## src/rtl/mhsa_host_pkg.sv

```systemverilog
// MHSA host controller shared types and default widths.
// Optional watchdog: define MHSA_HOST_TIMEOUT_EN.
package mhsa_host_pkg;

  localparam int DEF_DATA_W    = 64;
  localparam int DEF_ADDR_W    = 32;
  localparam int DEF_LEN_W     = 16;
  localparam int DEF_ADDR_STEP = 8;

  typedef enum logic [2:0] {
    IDLE,
    LOAD,
    START,
    WAIT_DONE,
    RD_ISSUE,
    RD_WAIT,
    RD_OUT
  } state_e;

  typedef struct packed {
    logic [DEF_ADDR_W-1:0] in_base;
    logic [DEF_ADDR_W-1:0] out_base;
    logic [DEF_LEN_W-1:0]  in_len;
    logic [DEF_LEN_W-1:0]  out_len;
  } cmd_t;

endpackage

```

## src/rtl/mhsa_rd_capture.sv

```systemverilog
// Read-latency counter and result holding register with valid/ready.
// Optional watchdog in the top: MHSA_HOST_TIMEOUT_EN.
module mhsa_rd_capture
  import mhsa_host_pkg::*;
#(
  parameter int DATA_W = DEF_DATA_W,
  parameter int RD_LAT = 1
) (
  input  logic              clk,
  input  logic              rst_n,
  input  logic              clr_i,
  input  logic              wait_i,
  input  logic              rd_ready,
  input  logic [DATA_W-1:0] soc_data_out,
  output logic              last_o,
  output logic              rd_valid,
  output logic [DATA_W-1:0] rd_data
);

  localparam int CNT_W = (RD_LAT > 1) ? $clog2(RD_LAT) : 1;

  logic [CNT_W-1:0]  cnt_q, cnt_d;
  logic              rd_valid_q, rd_valid_d;
  logic [DATA_W-1:0] rd_data_q, rd_data_d;

  always_comb begin
    cnt_d      = cnt_q;
    rd_valid_d = rd_valid_q;
    rd_data_d  = rd_data_q;
    last_o     = wait_i && (cnt_q == CNT_W'(RD_LAT - 1));
    if (clr_i) begin
      cnt_d = '0;
    end else if (wait_i) begin
      cnt_d = cnt_q + CNT_W'(1);
    end
    if (last_o) begin
      rd_valid_d = 1'b1;
      rd_data_d  = soc_data_out;
    end else if (rd_valid_q && rd_ready) begin
      rd_valid_d = 1'b0;
    end
  end

  always_ff @(posedge clk or negedge rst_n) begin
    if (!rst_n) begin
      cnt_q      <= '0;
      rd_valid_q <= 1'b0;
      rd_data_q  <= '0;
    end else begin
      cnt_q      <= cnt_d;
      rd_valid_q <= rd_valid_d;
      rd_data_q  <= rd_data_d;
    end
  end

  assign rd_valid = rd_valid_q;
  assign rd_data  = rd_data_q;

endmodule

```

## src/rtl/mhsa_host_ctrl.sv

```systemverilog
// SoC-side master for the MHSA accelerator: load, start, wait, read back.
// Optional watchdog on done: define MHSA_HOST_TIMEOUT_EN.
module mhsa_host_ctrl
  import mhsa_host_pkg::*;
#(
  parameter int DATA_W      = DEF_DATA_W,
  parameter int ADDR_W      = DEF_ADDR_W,
  parameter int LEN_W       = DEF_LEN_W,
  parameter int ADDR_STEP   = DEF_ADDR_STEP,
  parameter int RD_LAT      = 1,
  parameter int TIMEOUT_CYC = 1000000
) (
  input  logic              clk,
  input  logic              rst_n,
  input  logic              cmd_valid,
  output logic              cmd_ready,
  input  logic [ADDR_W-1:0] cmd_in_base,
  input  logic [ADDR_W-1:0] cmd_out_base,
  input  logic [LEN_W-1:0]  cmd_in_len,
  input  logic [LEN_W-1:0]  cmd_out_len,
  input  logic              wr_valid,
  output logic              wr_ready,
  input  logic [DATA_W-1:0] wr_data,
  output logic              rd_valid,
  input  logic              rd_ready,
  output logic [DATA_W-1:0] rd_data,
  output logic              busy,
  output logic              job_done,
  output logic              err_timeout,
  output logic              start,
  output logic [ADDR_W-1:0] input_base,
  output logic [ADDR_W-1:0] output_base,
  output logic              soc_write_en,
  output logic [DATA_W-1:0] soc_data_in,
  output logic [ADDR_W-1:0] soc_addr,
  input  logic [DATA_W-1:0] soc_data_out,
  input  logic              done
);

  localparam logic [ADDR_W-1:0] STEP = ADDR_W'(ADDR_STEP);

  state_e            state_q, state_d;
  logic [LEN_W-1:0]  idx_q, idx_d;
  logic [LEN_W-1:0]  in_len_q, in_len_d;
  logic [LEN_W-1:0]  out_len_q, out_len_d;
  logic [ADDR_W-1:0] input_base_q, input_base_d;
  logic [ADDR_W-1:0] output_base_q, output_base_d;
  logic [ADDR_W-1:0] soc_addr_q, soc_addr_d;
  logic [DATA_W-1:0] soc_data_in_q, soc_data_in_d;
  logic              soc_write_en_q, soc_write_en_d;
  logic              start_q, start_d;
  logic              job_done_q, job_done_d;
  logic              cap_last;

`ifdef MHSA_HOST_TIMEOUT_EN
  localparam int TO_W = $clog2(TIMEOUT_CYC + 1);
  logic [TO_W-1:0] to_cnt_q, to_cnt_d;
  logic            err_timeout_q, err_timeout_d;
`endif

  always_comb begin
    state_d        = state_q;
    idx_d          = idx_q;
    in_len_d       = in_len_q;
    out_len_d      = out_len_q;
    input_base_d   = input_base_q;
    output_base_d  = output_base_q;
    soc_addr_d     = soc_addr_q;
    soc_data_in_d  = soc_data_in_q;
    soc_write_en_d = 1'b0;
    start_d        = 1'b0;
    job_done_d     = 1'b0;
`ifdef MHSA_HOST_TIMEOUT_EN
    err_timeout_d  = 1'b0;
    to_cnt_d       = (state_q == WAIT_DONE) ? to_cnt_q + TO_W'(1) : '0;
`endif
    unique case (state_q)
      IDLE: begin
        if (cmd_valid) begin
          input_base_d  = cmd_in_base;
          output_base_d = cmd_out_base;
          in_len_d      = cmd_in_len;
          out_len_d     = cmd_out_len;
          idx_d         = '0;
          state_d       = (cmd_in_len != '0) ? LOAD : START;
        end
      end
      LOAD: begin
        if (wr_valid) begin
          soc_write_en_d = 1'b1;
          soc_data_in_d  = wr_data;
          soc_addr_d     = (idx_q == '0) ? input_base_q
                                         : soc_addr_q + STEP;
          if (idx_q == in_len_q - LEN_W'(1)) begin
            idx_d   = '0;
            state_d = START;
          end else begin
            idx_d = idx_q + LEN_W'(1);
          end
        end
      end
      START: begin
        start_d = 1'b1;
        state_d = WAIT_DONE;
      end
      WAIT_DONE: begin
        if (done) begin
          if (out_len_q != '0) begin
            idx_d      = '0;
            soc_addr_d = output_base_q;
            state_d    = RD_ISSUE;
          end else begin
            job_done_d = 1'b1;
            state_d    = IDLE;
          end
        end
`ifdef MHSA_HOST_TIMEOUT_EN
        else if (to_cnt_q == TO_W'(TIMEOUT_CYC - 1)) begin
          err_timeout_d = 1'b1;
          state_d       = IDLE;
        end
`endif
      end
      RD_ISSUE: state_d = RD_WAIT;
      RD_WAIT: begin
        if (cap_last) state_d = RD_OUT;
      end
      RD_OUT: begin
        if (rd_valid && rd_ready) begin
          if (idx_q == out_len_q - LEN_W'(1)) begin
            job_done_d = 1'b1;
            state_d    = IDLE;
          end else begin
            idx_d      = idx_q + LEN_W'(1);
            soc_addr_d = soc_addr_q + STEP;
            state_d    = RD_ISSUE;
          end
        end
      end
      default: state_d = IDLE;
    endcase
  end

  always_ff @(posedge clk or negedge rst_n) begin
    if (!rst_n) begin
      state_q        <= IDLE;
      idx_q          <= '0;
      in_len_q       <= '0;
      out_len_q      <= '0;
      input_base_q   <= '0;
      output_base_q  <= '0;
      soc_addr_q     <= '0;
      soc_data_in_q  <= '0;
      soc_write_en_q <= 1'b0;
      start_q        <= 1'b0;
      job_done_q     <= 1'b0;
    end else begin
      state_q        <= state_d;
      idx_q          <= idx_d;
      in_len_q       <= in_len_d;
      out_len_q      <= out_len_d;
      input_base_q   <= input_base_d;
      output_base_q  <= output_base_d;
      soc_addr_q     <= soc_addr_d;
      soc_data_in_q  <= soc_data_in_d;
      soc_write_en_q <= soc_write_en_d;
      start_q        <= start_d;
      job_done_q     <= job_done_d;
    end
  end

`ifdef MHSA_HOST_TIMEOUT_EN
  always_ff @(posedge clk or negedge rst_n) begin
    if (!rst_n) begin
      to_cnt_q      <= '0;
      err_timeout_q <= 1'b0;
    end else begin
      to_cnt_q      <= to_cnt_d;
      err_timeout_q <= err_timeout_d;
    end
  end

  assign err_timeout = err_timeout_q;
`else
  // No watchdog: constant 0 for any legal (non-negative) limit.
  assign err_timeout = (TIMEOUT_CYC < 0);
`endif

  mhsa_rd_capture #(
    .DATA_W (DATA_W),
    .RD_LAT (RD_LAT)
  ) u_rd_capture (
    .clk          (clk),
    .rst_n        (rst_n),
    .clr_i        (state_q == RD_ISSUE),
    .wait_i       (state_q == RD_WAIT),
    .rd_ready     (rd_ready),
    .soc_data_out (soc_data_out),
    .last_o       (cap_last),
    .rd_valid     (rd_valid),
    .rd_data      (rd_data)
  );

  assign cmd_ready    = (state_q == IDLE);
  assign busy         = (state_q != IDLE);
  assign wr_ready     = (state_q == LOAD);
  assign job_done     = job_done_q;
  assign start        = start_q;
  assign input_base   = input_base_q;
  assign output_base  = output_base_q;
  assign soc_write_en = soc_write_en_q;
  assign soc_data_in  = soc_data_in_q;
  assign soc_addr     = soc_addr_q;

endmodule

```

## config.mk

```make
export PLATFORM = sky130hd
export DESIGN_NAME = mhsa_host_ctrl
export DESIGN_NICKNAME = d
export VERILOG_FILES = /design/src/rtl/mhsa_host_pkg.sv /design/src/rtl/mhsa_rd_capture.sv /design/src/rtl/mhsa_host_ctrl.sv
export SDC_FILE = /design/constraint.sdc
export NUM_CORES = 1
export LEC_CHECK = 0
export ABC_AREA = 1
export BUFFER_PORTS_ARGS = -buffer_cell sky130_fd_sc_hd__buf_4
export CAP_MARGIN = 15
export CORE_ASPECT_RATIO = 0.75
export CORE_MARGIN = 4
export CORE_UTILIZATION = 40
export CTS_BUF_LIST = sky130_fd_sc_hd__clkbuf_4 sky130_fd_sc_hd__clkbuf_8
export DETAILED_ROUTE_END_ITERATION = 12
export PLACE_DENSITY = 0.67
export SYNTH_ARGS = -nofsm -noshare
export SYNTH_HDL_FRONTEND = slang
export SYNTH_SLANG_ARGS = --single-unit
```

## constraint.sdc

```tcl
create_clock -name clk -period 3.05 [get_ports clk]
set_input_delay 0.1525 -clock clk [delete_from_list [all_inputs] [get_ports clk]]
set_output_delay 0.1525 -clock clk [all_outputs]
set_load 0.1 [all_outputs]
```

---- After elaboration in Yosys (flattened, before gate mapping) ----
Cells that the tools add are included.
operators by class
  reductions and logical operators ........ 16
  eq/ne operators ......................... 16
  muxes and demuxes ....................... 37
  add/subtract/negate cells ............... 5
  bitwise operators ....................... 1
operators with widths
  cell                                                                   count
  32-bit two-way mux                                                     6
  16-bit two-way mux                                                     7
  32-bit case mux with 3 select lines                                    1
  16-bit case mux with 4 select lines                                    1
  32-bit by 4-bit adder with 32-bit output, second input constant        1
  16-bit equality test                                                   2
  16-bit nonzero test                                                    2
  16-bit by 1-bit subtractor with 16-bit output, second input constant   2
  3-bit two-way mux                                                      8
  3-bit case mux with 7 select lines                                     1
  16-bit by 1-bit adder with 16-bit output, second input constant        1
  16-bit zero test                                                       1
  2-bit != test, second input constant                                   7
  6-bit AND reduction                                                    2
  1-bit two-way mux                                                      11
  3-bit equality test, second input constant                             3
  7-bit AND reduction                                                    1
  3-bit by 2-bit equality test with 1-bit output, second input constant  2
  3-bit nonzero test                                                     2
  2-bit AND reduction                                                    2
  2-bit nonzero test                                                     2
  4-bit nonzero test                                                     1
  3-bit by 1-bit equality test with 1-bit output, second input constant  1
  3-bit zero test                                                        1
  other kinds (6)                                                        7
word-level totals
  bits in registers ....................... 280
  output and inout port bits .............. 232
  logic and storage cells ................. 89

---- Depth between registers and ports, before layout ----
  word-level depth ........................ 5
  depth in mapped cells ................... 18

---- By module ----
Synthesis repeated with hierarchy kept, for this count alone.
second synthesis, totals
  cells, all modules ...................... 1756
  area total of the unflattened synthesis .. 14352.5 µm²
by module, submodules not included
  module           sequential area each (µm²)  instances  area an instance (µm²)  cells an instance
  mhsa_host_ctrl   5355.1                      1          11745.0                 1467
  mhsa_rd_capture  1651.6                      1          2607.5                  289

---- Least setup slack after synthesis ----
OpenSTA, ideal clock, no wires.
  path type ............................... register to register
  from .................................... register state_q[2]
  to ...................................... register idx_q[10]
  library setup time ...................... 0.116 ns
  buffers on the path ..................... 1
  stages on the path, launching flop included .. 12
  arrival ................................. 3.879 ns
  slack ................................... -0.946 ns
  path through ............................ dfrtp_1 -> nor2_1 -> inv_2 -> nor2_1 -> inv_1 -> nor2_1 -> a211oi_2 -> nand2_4 -> inv_2 -> buf_4 -> nand2_1 -> nand2_1
between the ends
  word-level cells in the longest chain between the ends .. 3
  elaborated cells on any way between the ends .. 13
  those cells by class .................... eq/ne (9); mux (1); reduce/logical (3)
ends and longest elaborated chain
  element                                                        RTL line               RTL
  start: declaration                                             mhsa_host_ctrl.sv:42   state_e state_q, state_d;
  start signal: assignment                                       mhsa_host_ctrl.sv:158  state_q <= state_d;
  3-bit zero test *                                              -
  via cmd_ready                                                  mhsa_host_ctrl.sv:16   output logic cmd_ready,
  4-bit nonzero test (no line) or 2-bit != test (tied branches)  -
  7-bit AND reduction (no line)                                  -
  end signal: assignment                                         mhsa_host_ctrl.sv:159  idx_q <= idx_d;
  end: declaration                                               mhsa_host_ctrl.sv:43   logic [LEN_W-1:0] idx_q, idx_d;
Mark *: on every way through the listed nets, which the timed path passes. The rest lies on a longest branch.
A chain may end at the register's enable or synchronous reset.

---- Worst setup path after layout ----
  from .................................... register idx_q[5]
  to ...................................... register soc_addr_q[14] (netlist: soc_addr[14])
between the ends
  word-level cells in the longest chain between the ends .. 4
  elaborated cells on any way between the ends .. 7
  those cells by class .................... eq/ne (2); mux (3); reduce/logical (2)
ends and longest elaborated chain
  element                              RTL line               RTL
  16-bit zero test                     mhsa_host_ctrl.sv:92   soc_addr_d = (idx_q == '0) ? input_base_q
  32-bit two-way mux                   mhsa_host_ctrl.sv:92
  32-bit two-way mux                   mhsa_host_ctrl.sv:89   if (wr_valid) begin
  32-bit case mux with 3 select lines  mhsa_host_ctrl.sv:77   unique case (state_q)
  end signal: assignment               mhsa_host_ctrl.sv:164  soc_addr_q <= soc_addr_d;
  end: declaration                     mhsa_host_ctrl.sv:48   logic [ADDR_W-1:0] soc_addr_q, soc_addr_d;
Parallel ways exist; a longest one is shown, timed or not. The select of a mux whose other input is x is not followed.

==> run metrics <==
status=finished clean; fin crit share=roughly nine tenths; RSZ-0062 raised after global routing=false; CTS Buffer Depth=3; Netlist Area Pre-Place=14310 µm²; row count=about 60; final setup vio count=0; max-slew violation count=0; drt pass-1 iters=5; first-pass GRT wire length=86220 µm; Setup Skew=between 50 and 60 ps; DR DRC count=0; Syn Area/Cell=8.516 µm²; Die Y=between 150 and 200 µm; via count=14.59k; Max Clock Freq=roughly 370 MHz; CP Launch Type=flop; final setup margin=340.7 ps; Max Cap Viol=0; largest net degree at the start of global routing=between 100 and 150; post-cts hold buffer count=between 200 and 250; layout cells sized above 1=31.30%; EDFF count, synth=0; Gate Count Post-Synth=~1.7k; slew margin rel.=between 30 and 40%; final wirelength=57310 µm; launch point of the critical path=idx_q[5]$_DFFE_PN0P_; Primary FF master, synth=dfrtp_1; FF-to-FF Start=idx_q[5]$_DFFE_PN0P_; Area Growth Syn to Fin=51.37%; vias per cell=5.063; remaining global-route overflow=0; DP Worst Slack=~440 ps; Yosys cell types=47; post-synth top area share=between 40% and 50%; post-route ant nets=0; Final Critical Period=around 2700 ps; number of gates resized after cts=0; #FFs+latches synth=280; Total Routing Usage GR=28.32%; RD Place Congestion=0.9836; Routed wire per std cell=a little under 20 µm; initial antenna violation count=17; CTS Root Cell=clkbuf_8; Clock Sinks=280; Iter 0 DRT Violations=973; Seq/Total Area, Yosys=between 40 and 50%; WHS=between 100 and 150 ps; die area=between 30000 and 40000 µm²; Starting Density=slightly above 40%; Final Hold Viols=0; crit-path max FO=9; fill count=around 2.9k; IO Port Bufs=between 400 and 500; arrival time at the worst endpoint=approximately 3200 ps; I/O pin count=about 460; total CTS buffers=between 40 and 50; Post-DP HPWL=between 30000 and 40000 µm; CP Class=reg -> reg; vias in the first global route=about 15k; Clk Latency, worst-skew pair=about 620 ps; ranking of synthesized cells by area=dfrtp_1, nand2_1, mux2_2, nand3_1, nor2_1; HP Class=in -> reg; CTS clock-pin slew for the worst setup and hold paths=about 80 ps; hold_sp=wr_valid; Required @ worst endpoint=around 3500 ps; Synth warnings=0; CTS tree=built; Critical Path Sink Type=flop; net count after synthesis=between 1.5k and 2k; Worst Tran Pin Value=941.4 ps; Die X=between 200 and 250 µm; CORE AREA=roughly 35000 µm²; FFs w/ async S/R, synth=100.0%; cell taking the most area after synthesis=dfrtp_1; TNS Setup=0 ps; CTS HTree Levels=2; post-CTS setup buffers=0; Layout Nets=between 2k and 3k
==> state kept, by name (all words and copies together), names as in the netlist, 3 cells and up <==
name and count:
state_q 3, input_base 32, idx_q 16, soc_data_in 64, u_rd_capture.rd_data 64, output_base 32
in_len_q 16, out_len_q 16, soc_addr 32
==> synthesized netlist by cell type (all sizes together) (12+ instances only) <==
library cell,count
a21oi,40
buf,34
clkbuf,36
dfrtp,280
inv,123
mux2,128
nand2,566
nand3,135
nand4,18
nor2,131
nor3,24
nor4,12
o21ai,32
or2,14
xnor2,25
xor2,41
==> final cells by class <==
class	instances	area, µm²	area share, %
flip-flops and latches	280	7007	32.35
multi-input cells	1206	6551	30.25
repair buffers	713	6011	27.75
clock buffers	74	912.1	4.212
well taps	457	571.8	2.640
inverters	124	465.4	2.149
clock inverters	9	93.84	0.4333
diodes	18	45.04	0.2080
==> critical path: stages (launching register included) <==
cell and delay, ps:
dfrtp_1 530, inv_1 300, nand4_1 190, nor4_4 310
nand2_1 350, nand2_1 140, nand2_1 220, inv_2 260
o21ai_0 120, nand3_1 80, nand2_1 60
==> worst paths after layout <==
kind	to	depth (start not counted)	slack, ps
max in group asynchronous	soc_data_in[23]$_DFFE_PN0P_	3	1880
min	soc_data_in[5]$_DFFE_PN0P_	6	120
min in group asynchronous	u_rd_capture.rd_data[41]$_DFFE_PN0P_	2	200
max reg2reg	soc_addr[14]$_DFFE_PN0P_	10	340
max	soc_addr[14]$_DFFE_PN0P_	10	340
min reg2reg	soc_data_in[11]$_DFFE_PN0P_	2	470
==> per-stage QoR <==
step	utilization (%)	std cells	cell area (µm²)
final	61.89	2881	21660
after global routing	61.89	2880	21650
after CTS	61.71	2862	21590
after detailed placement	52.25	2549	18280
after global placement	52.25	2549	18280
after floorplan	-	1680	14320
==> kinds of logic after synthesis <==
family	share of synthesized area, %
simple gates	27.20
flops	48.97
buf+inv	5.466
mux	10.07
compound gates	3.787
xor+xnor	4.040
fa+ha+maj	0.4373
other cells	0.02621
==> metal layers <==
layer / global-route usage, % / wire length, µm / up-vias
li1: - / - / 6820
met4: 10.32 / 2050 / 0
met3: 8.258 / 4500 / 145
met5: 0 / 0 / -
met2: 46.52 / 27020 / 549
met1: 35.88 / 23740 / 7072
==> layout by cell type (no fill, tap or decap), types with 3 or more instances in the layout <==
cell type,n
nand2_1,558
buf_4,476
dfrtp_1,280
dlygate4sd3_1,230
nand3_1,132
mux2_2,128
nor2_1,118
inv_1,108
clkbuf_8,57
xor2_1,41
a21oi_1,39
o21ai_0,27
xnor2_1,25
nor3_1,22
diode_2,18
nand4_1,17
clkbuf_4,17
inv_2,15
or2_2,14
nor4_1,11
o211ai_1,9
nor2_2,8
nand3b_1,7
buf_12,6
nand2_2,5
o21ai_1,5
o22ai_1,5
ha_1,5
nor2_4,4
clkinv_2,4
nand3_2,3
nand2_4,3
a22oi_1,3
Power is not shown: default switching activity piles up to over one toggle a cycle in this logic, so the estimate is an artifact.
